[config.mk]
export PLATFORM = sky130hd
export DESIGN_NAME = digit_serial_adder_flat
export DESIGN_NICKNAME = d
export VERILOG_FILES = /design/src/rtl/digit_serial_adder_pkg.sv /design/src/rtl/digit_serial_adder_if.sv /design/src/rtl/digit_serial_adder_digit_adder.sv /design/src/rtl/digit_serial_adder.sv /design/src/flat_wrapper.sv
export SDC_FILE = /design/constraint.sdc
export NUM_CORES = 1
export LEC_CHECK = 0
export BUFFER_PORTS_ARGS = -buffer_cell sky130_fd_sc_hd__buf_2
export CORE_MARGIN = 4
export CORE_UTILIZATION = 45
export CTS_BUF_LIST = sky130_fd_sc_hd__clkbuf_8
export CTS_CLUSTER_SIZE = 16
export DETAILED_ROUTE_END_ITERATION = 12
export PLACE_DENSITY = 0.68
export SLEW_MARGIN = 20
export SYNTH_ARGS = -nofsm -noshare
export SYNTH_HDL_FRONTEND = slang
export SYNTH_HIERARCHICAL = 1
export SYNTH_SLANG_ARGS = --single-unit
export TNS_END_PERCENT = 1
[constraint.sdc]
create_clock -name CLK -period 3.9 [get_ports CLK]
set_input_delay 0.39 -clock CLK [delete_from_list [all_inputs] [get_ports CLK]]
set_output_delay 0.39 -clock CLK [all_outputs]
set_load 0.02 [all_outputs]
[src/rtl/digit_serial_adder_pkg.sv]
// Shared definitions for the digit-serial adder: FSM encoding and
// elaboration-time helpers for digit count and counter width.
package digit_serial_adder_pkg;

    typedef enum logic [1:0] {
        ST_IDLE = 2'd0,
        ST_RUN  = 2'd1,
        ST_FIN  = 2'd2
    } state_t;

    // Number of digits processed per operation.
    function automatic int num_digits(input int width, input int digit);
        return width / digit;
    endfunction

    // Digit counter width; never narrower than one bit so N=1 still has a counter.
    function automatic int cnt_width(input int n);
        return (n <= 1) ? 1 : $clog2(n);
    endfunction

endpackage

[src/rtl/digit_serial_adder_if.sv]
// Request/result bundle for the digit-serial adder.
// Handshake: START is honoured on a rising edge only while BUSY=0 (IDLE or
// FIN); A/B/CIN/SUB are sampled on that same edge. BUSY stays high for the N
// computing cycles, then DONE pulses for one cycle while SUM/CARRY/OVF show
// the new result. There is no backpressure: the result must be taken on DONE.
interface digit_serial_adder_if #(
    parameter int WIDTH = 16
);
    import digit_serial_adder_pkg::*;

    logic             START;
    logic [WIDTH-1:0] A;
    logic [WIDTH-1:0] B;
    logic             CIN;
    logic             SUB;
    logic             BUSY;
    logic             DONE;
    logic [WIDTH-1:0] SUM;
    logic             CARRY;
    logic             OVF;
    state_t           STATE;  // debug view of the controller state

    modport master (
        output START, A, B, CIN, SUB,
        input  BUSY, DONE, SUM, CARRY, OVF, STATE
    );

    modport slave (
        input  START, A, B, CIN, SUB,
        output BUSY, DONE, SUM, CARRY, OVF, STATE
    );

endinterface

[src/rtl/digit_serial_adder_digit_adder.sv]
// DIGIT-bit ripple chain of full-adder cells. Also exposes the carry into the
// top bit so the caller can form the two's-complement overflow flag.
module digit_adder #(
    parameter int DIGIT = 4
) (
    input  logic [DIGIT-1:0] a_i,
    input  logic [DIGIT-1:0] b_i,
    input  logic             cin_i,
    output logic [DIGIT-1:0] sum_o,
    output logic             cout_o,
    output logic             msb_cin_o
);

    logic [DIGIT:0] c;

    assign c[0] = cin_i;

    for (genvar k = 0; k < DIGIT; k++) begin : g_fa
        assign sum_o[k] = a_i[k] ^ b_i[k] ^ c[k];
        assign c[k+1]   = (a_i[k] & b_i[k]) | (c[k] & (a_i[k] ^ b_i[k]));
    end

    assign cout_o    = c[DIGIT];
    assign msb_cin_o = c[DIGIT-1];

endmodule

[src/rtl/digit_serial_adder.sv]
// Multi-cycle adder/subtractor: processes DIGIT bits per clock through one
// shared digit_adder, carrying between digits in a register. Subtraction is
// A + ~B + ~CIN, with the final carry inverted to report a borrow.
module digit_serial_adder
    import digit_serial_adder_pkg::*;
#(
    parameter int WIDTH = 16,
    parameter int DIGIT = 4
) (
    input logic           CLK,
    input logic           RST,
    digit_serial_adder_if.slave bus
);

    localparam int N  = num_digits(WIDTH, DIGIT);
    localparam int CW = cnt_width(N);
    localparam logic [CW-1:0] LAST = CW'(N - 1);

    state_t           state_q;
    logic [WIDTH-1:0] a_q, b_q;      // operand A and effective B
    logic [WIDTH-1:0] res_q, res_d;  // internal, partially built result
    logic [WIDTH-1:0] sum_q;         // visible result, only updated on FIN entry
    logic [CW-1:0]    cnt_q;
    logic             carry_q, sub_q, cout_q, ovf_q, busy_q, done_q;

    int               digit_base;
    logic [DIGIT-1:0] a_dig, b_dig, dsum;
    logic             dcout, dmsb;

    assign digit_base = int'(cnt_q) * DIGIT;

    // Select the current digit of each operand and merge its sum into the result.
    always_comb begin
        a_dig = a_q[digit_base +: DIGIT];
        b_dig = b_q[digit_base +: DIGIT];
        res_d = res_q;
        res_d[digit_base +: DIGIT] = dsum;
    end

    digit_adder #(.DIGIT(DIGIT)) u_digit (
        .a_i       (a_dig),
        .b_i       (b_dig),
        .cin_i     (carry_q),
        .sum_o     (dsum),
        .cout_o    (dcout),
        .msb_cin_o (dmsb)
    );

    // Controller, datapath registers and registered outputs.
    always_ff @(posedge CLK) begin
        if (RST) begin
            state_q <= ST_IDLE;
            a_q     <= '0;
            b_q     <= '0;
            res_q   <= '0;
            sum_q   <= '0;
            cnt_q   <= '0;
            carry_q <= 1'b0;
            sub_q   <= 1'b0;
            cout_q  <= 1'b0;
            ovf_q   <= 1'b0;
            busy_q  <= 1'b0;
            done_q  <= 1'b0;
        end else begin
            case (state_q)
                ST_IDLE, ST_FIN: begin
                    done_q <= 1'b0;
                    busy_q <= 1'b0;
                    state_q <= ST_IDLE;
                    if (bus.START) begin
                        a_q     <= bus.A;
                        b_q     <= bus.SUB ? ~bus.B : bus.B;
                        carry_q <= bus.SUB ? ~bus.CIN : bus.CIN;
                        sub_q   <= bus.SUB;
                        cnt_q   <= '0;
                        busy_q  <= 1'b1;
                        state_q <= ST_RUN;
                    end
                end
                ST_RUN: begin
                    res_q   <= res_d;
                    carry_q <= dcout;
                    cnt_q   <= cnt_q + CW'(1);
                    if (cnt_q == LAST) begin
                        sum_q   <= res_d;
                        cout_q  <= dcout ^ sub_q;
                        ovf_q   <= dmsb ^ dcout;
                        busy_q  <= 1'b0;
                        done_q  <= 1'b1;
                        state_q <= ST_FIN;
                    end
                end
                default: state_q <= ST_IDLE;
            endcase
        end
    end

    assign bus.BUSY  = busy_q;
    assign bus.DONE  = done_q;
    assign bus.SUM   = sum_q;
    assign bus.CARRY = cout_q;
    assign bus.OVF   = ovf_q;
    assign bus.STATE = state_q;

endmodule

[src/flat_wrapper.sv]
// flat-port wrapper written by rule: the top's interface ports become plain ports
module digit_serial_adder_flat import digit_serial_adder_pkg::*;
#(
    parameter int WIDTH = 16,
    parameter int DIGIT = 4
)
  (CLK, RST, bus_START, bus_A, bus_B, bus_CIN, bus_SUB, bus_BUSY, bus_DONE, bus_SUM, bus_CARRY, bus_OVF, bus_STATE);
  digit_serial_adder_if #(.WIDTH(WIDTH)) bus_i ();
  input logic CLK;
  input logic RST;
  input wire logic [$bits(bus_i.START)-1:0] bus_START;
  input wire logic [$bits(bus_i.A)-1:0] bus_A;
  input wire logic [$bits(bus_i.B)-1:0] bus_B;
  input wire logic [$bits(bus_i.CIN)-1:0] bus_CIN;
  input wire logic [$bits(bus_i.SUB)-1:0] bus_SUB;
  output wire logic [$bits(bus_i.BUSY)-1:0] bus_BUSY;
  output wire logic [$bits(bus_i.DONE)-1:0] bus_DONE;
  output wire logic [$bits(bus_i.SUM)-1:0] bus_SUM;
  output wire logic [$bits(bus_i.CARRY)-1:0] bus_CARRY;
  output wire logic [$bits(bus_i.OVF)-1:0] bus_OVF;
  output wire logic [$bits(bus_i.STATE)-1:0] bus_STATE;
  assign bus_i.START = bus_START;
  assign bus_i.A = bus_A;
  assign bus_i.B = bus_B;
  assign bus_i.CIN = bus_CIN;
  assign bus_i.SUB = bus_SUB;
  assign bus_BUSY = bus_i.BUSY;
  assign bus_DONE = bus_i.DONE;
  assign bus_SUM = bus_i.SUM;
  assign bus_CARRY = bus_i.CARRY;
  assign bus_OVF = bus_i.OVF;
  assign bus_STATE = bus_i.STATE;
  digit_serial_adder #(.WIDTH(WIDTH), .DIGIT(DIGIT)) u_core (.CLK(CLK), .RST(RST), .bus(bus_i));
endmodule
# == Word level (Yosys, flattened, before mapping) ==
# Cells that the tools add are included.
# totals
reg_bits,74
inputBits,37
output_inout_bits,22
elab_cells,69
# classes
add_sub_neg,2
n_eq_ne,5
n_shift,4
mux,15
bitwise,24
reduce_logical,7
# op_table
cell,n
$neg 4->33,1
$shift 4x33->16 const A,1
$shiftx 4x33->16,1
$shiftx 16x5->4,2
$bwmux 16,1
$mux 16,1
$not 16->16,1
$xor 1x1->1,10
$and 1x1->1,8
$pmux 2 s2,2
$reduce_and 2->1,4
$mux 1,6
$pmux 1 s2,3
$eq 2x2->1 const B,2
$mux 2,2
$or 1x1->1,4
$add 2x1->2 const B,1
$eq 2x1->1 const B,1
$logic_not 2->1,1
$ne 2x1->1 const B,1
$ne 2x2->1 const B,1
$reduce_bool 2->1,1
$reduce_or 2->1,1
$not 1->1,1

# == Logic depth before layout (Yosys ltp) ==
# depth
word_depth,11
ltp_mapped,11
ltp_nobuf,9

# == Modules after synthesis ==
# Netlist, hierarchy kept.
# by_module_without_submodules
module,n_inst,cells_per_inst,area_per_inst_um2,seq_area_each_um2
digit_serial_adder,1,347,3244.4,1481.4
digit_adder,1,12,110.1,0.0

# == Worst setup path before layout ==
# Ideal clock, no wire load.
# synth_timing
path_kind,register to register
startpoint,register u_core.cnt_q[0]
endpoint,"register u_core.sum_q[3], in the netlist u_core/bus.SUM[3]"
setup_time_ps,132
arrival_time_ps,3026
required_time_ps,3768
setup_slack_ps,742
path_stages_with_launch,12
synth_period_minus_slack_ps,3158
cell_sequence,dfxtp_1 buf_2 mux4_2 fa_1 inv_1 fa_1 fa_1 inv_1 fa_1 clkbuf_2 a221oi_1 nor3_1
# synth_via
elab_chain_len,11
elab_cells_between_ends,25
cone_classes,add/sub: 1; eq/ne: 1; shift: 4; mux: 1; bitwise: 17; reduce/logical: 1
# synth_rtl
element,line_no,rtl
"start, declared",digit_serial_adder.sv:23,logic [CW-1:0] cnt_q;
"start signal, assigned",digit_serial_adder.sv:83,cnt_q <= cnt_q + CW'(1);
$shiftx 16x5->4 *,digit_serial_adder.sv:34,a_dig = a_q[digit_base +: DIGIT];
net u_core.a_dig[0],digit_serial_adder.sv:27,"logic [DIGIT-1:0] a_dig, b_dig, dsum;"
$xor 1x1->1,digit_serial_adder_digit_adder.sv:20,assign c[k+1] = (a_i[k] & b_i[k]) | (c[k] & (a_i[k] ^ b_i[k]));
$and 1x1->1,digit_serial_adder_digit_adder.sv:20,
$or 1x1->1 *,digit_serial_adder_digit_adder.sv:20,
$and 1x1->1 *,digit_serial_adder_digit_adder.sv:20,
$or 1x1->1 *,digit_serial_adder_digit_adder.sv:20,
$and 1x1->1 *,digit_serial_adder_digit_adder.sv:20,
$or 1x1->1 *,digit_serial_adder_digit_adder.sv:20,
net u_core.dmsb,digit_serial_adder.sv:28,"logic dcout, dmsb;"
$xor 1x1->1 *,digit_serial_adder_digit_adder.sv:19,assign sum_o[k] = a_i[k] ^ b_i[k] ^ c[k];
net u_core.dsum[3],digit_serial_adder.sv:27,
$shiftx 4x33->16 *,digit_serial_adder.sv:37,res_d[digit_base +: DIGIT] = dsum;
$bwmux 16 *,digit_serial_adder.sv:37,
"end signal, assigned",digit_serial_adder.sv:85,sum_q <= res_d;
"end, declared",digit_serial_adder.sv:22,logic [WIDTH-1:0] sum_q;
# The timed path passes the listed nets; every way through them passes the cells marked *.
# A chain may end at the register's enable or synchronous reset.

# == Worst setup path in the final report ==
# layout_timing
startpoint,register u_core.cnt_q[0]
endpoint,"register u_core.sum_q[15], in the netlist u_core/bus.SUM[15]"
# The elaborated chain is that of the path after synthesis.

==> results.py <==
metrics = {
    "synth": {
        "netlist_area_um2": 3350,
        "yosysWarnings": 6,
        "syn-instance-count": 359,
        "avgSynthCellArea_um2": 9.34,
        "synth_top_area_frac": 0.442,
        "syn_nets": 406,
        "synth_area_leader_cell": "dfxtp_1",
        "yosys.cell_types.count": 37,
        "synth_seq_cells": 74,
        "ys_seq_area_frac": 0.442,
        "yosys-top-cells-area": "dfxtp_1, mux4_2, xnor2_1",
    },
    "detailed_routing": {
        "ant_nets": 0,
        "drc": 0,
        "dr.pass1.iters": 4,
        "drt-met1-wl_mm": 3.32,
        "routedWlPerCell_um": 14.5,
        "vias": 2672,
        "highest_layer": "met4",
        "wl_met3_um": 377,
        "drt-total-wl_mm": 7.37,
        "drtIter0Drc": 84,
        "wl_met2_mm": 3.56,
        "via_per_inst": 5.25,
    },
    "clock_tree": {
        "ctsRootBufferMaster": "clkbuf_8",
        "cts_tree": "built",
        "cts_sinks": 74,
        "cts.repair.resized": 0,
        "hold_buffers": 0,
        "clk_pin_slew_ns": 0.08,
        "cts.path.max_buffers": 2,
        "cts-buffers-inserted": 9,
        "htreeDepth": 3,
        "postCtsSetupBuffers": 0,
        "clkLatencyLatePin_ns": 0.35,
    },
    "placement": {
        "dp.cells": 493,
        "pre_cts_slack_ns": 0.752,
        "numPortBuffers": 58,
        "dpl.hpwl_mm": 5.22,
        "placed_area_um2": 3680,
        "gp_congestion": 0.786,
    },
    "floorplanning": {
        "initial_core_util": 0.462,
        "dieArea_um2": 8900,
        "die_w_um": 94.3,
        "chipHeight_um": 94.3,
        "pin_count": 59,
        "core_region_area_um2": 7250,
        "fp-row-count": 31,
    },
    "flow_run": {
        "drv_cap": 0,
    },
    "timing": {
        "worst_slack_ns": 0.764,
        "maxSlewViolCount": 0,
        "fin_crit_sh": 0.804,
        "fmaxAchievable_mhz": 319,
        "hold-worst-slack_ns": 0.270,
        "min_period_ns": 3.14,
        "skew_ns": 0.00683,
        "hold_viol_final": 0,
        "finalSetupViolCount": 0,
        "setup_tns_ns": 0,
        "slew_headroom": 0.461,
        "tightest_slew_ns": 0.809,
        "rsz0062_at_grt": "no",
    },
    "final_layout": {
        "num_antenna_cells": 0,
        "syn_to_final_growth_pct": 15.9,
        "drive_above_1_share": 0.227,
        "seq_area_um2": 1480,
        "layout.nets": 452,
        "stdcell_count": 509,
        "post-route-util": 0.536,
        "multi_input_area_um2": 1710,
        "fillers": 698,
        "design_area_um2": 3890,
    },
    "setup_path": {
        "crit_required_ns": 4.10,
        "cp_slowest_cell": "fa_1",
        "crit_chain": "mux4_2, fa_1, inv_1, fa_1, fa_1, inv_1, fa_1, a311oi_1, nor3_1",
        "worst_path_most_repeated_cell": "fa_1",
        "worstSetupStartpointType": "flip-flop",
        "worst_setup_path_end_kind": "flip-flop",
        "cp.arrival_ns": 3.34,
        "cp_max_fo": 8,
        "cpPeakStageDelay_ns": 0.59,
        "critical_path_class": "reg2reg",
    },
    "power_and_ir_drop": {
        "power.leakage_nw": 1.56,
        "p_total_mw": 1.64,
        "ir_worst_vdd_mv": 0.258,
        "p_per_area_nw_per_um2": 421,
    },
    "status": {
        "status": "complete, no violations",
    },
    "global_routing": {
        "grt_pass1_wl_mm": 12.3,
        "grt.total_usage": 0.178,
        "antenna_found_initial": 0,
        "grt_max_degree": 51,
        "first_global_vias": 2609,
        "grt-ovfl-total": 0,
    },
    "worst_hold_path": {
        "hold_path_class": "in2reg",
    },
}
metal layers:
metal | vias up | GRT usage
li1 | 1357 | -
met1 | 1225 | 0.217
met2 | 79 | 0.286
met3 | 11 | 0.0574
met4 | 0 | 0.0794
met5 | - | 0
power by group:
| part | internal, mW | switching (mW) |
|---|---|---|
| registers | 0.788 | 0.0233 |
| clock network | 0.312 | 0.287 |
| logic | 0.0897 | 0.135 |
| total | 1.19 | 0.446 |
layout make-up:
| class | count | share of cell area |
|---|---|---|
| inverters | 12 | 0.0116 |
| clock inverters | 6 | 0.0171 |
| clock buffers | 10 | 0.0354 |
| repair buffers | 63 | 0.0843 |
| flip-flops and latches | 74 | 0.381 |
| well taps | 99 | 0.0319 |
| multi-input cells | 245 | 0.439 |
state kept, by name (all words and copies together) (netlist names):
| name | cells |
|---|---|
| u_core/bus.CARRY | 1 |
| u_core/b_q | 16 |
| u_core/bus.OVF | 1 |
| u_core/carry_q | 1 |
| u_core/bus.STATE | 2 |
| u_core/bus.SUM | 16 |
| u_core/bus.DONE | 1 |
| u_core/sub_q | 1 |
| u_core/bus.BUSY | 1 |
| u_core/a_q | 16 |
| u_core/cnt_q | 2 |
| u_core/res_q | 16 |
final timing paths:
kind / slack (ns) / cells past startpoint / from / to
worst max register to register: 0.76 / 9 / u_core/cnt_q[0] / u_core/bus.SUM[15]
worst min register to register: 0.46 / 1 / u_core/res_q[14] / u_core/res_q[14]
worst max-delay path: 0.76 / 9 / u_core/cnt_q[0] / u_core/bus.SUM[15]
worst min-delay path: 0.27 / 3 / bus_A[10] / u_core/a_q[10]
placed cells by master, fill, tap and decap left out, types with 3 or more instances in the layout:
cell,count
and3b_1,3
nand3_1,5
a221oi_1,3
mux4_2,8
ha_1,6
nor2b_1,14
a32oi_1,3
nand2_1,40
nand2b_1,3
a21oi_1,27
a311oi_1,12
nor3_1,15
fa_1,4
inv_1,12
buf_2,58
a22o_1,10
clkbuf_8,10
a211oi_1,19
xnor2_1,18
clkinvlp_4,3
dfxtp_1,74
nor2_1,39
buf_4,5
cells in the mapped netlist:
cell	number
ha_1	6
nor3_2	1
o21ai_0	1
a221oi_1	3
nor2_1	39
a22o_1	10
and4bb_2	1
or4b_4	1
a21oi_1	27
nor2b_1	14
and3b_1	3
buf_1	3
nand3b_1	2
mux4_2	8
clkbuf_2	3
nor4bb_1	1
a311oi_1	12
a32o_1	2
nor3b_4	1
xnor2_1	18
xor2_1	1
inv_1	12
buf_4	1
nor3_1	15
nor3b_2	2
a32oi_1	3
nand2b_1	3
and3_1	1
fa_1	4
a22oi_1	1
a211oi_1	19
buf_2	8
dfxtp_1	74
nand2_1	40
nand3_1	5
clkbuf_1	13
and2b_1	1
worst max-delay path: cells and delay by family, from the launching register on:
kind                     cells  cell delay (ns)
buffers and inverters        2             0.15
flip-flops                   1             0.52
AO/OA/AOI/OAI                1             0.30
multiplexers                 1             0.58
AND/OR/NAND/NOR              1             0.08
adder cells (fa/ha/maj)      4             1.36
cell families (layout without fill, tap and decap cells):
logic type               count (synthesis)  after routing  share of synthesized area
AO/OA/AOI/OAI                           78             78                      0.166
XOR/XNOR                                19             19                     0.0496
adder cells (fa/ha/maj)                 10             10                     0.0463
buffers and inverters                   40             91                     0.0500
flip-flops                              74             74                      0.442
multiplexers                             8              8                     0.0537
AND/OR/NAND/NOR                        130            130                      0.193
(Power assumes the default switching activity.)
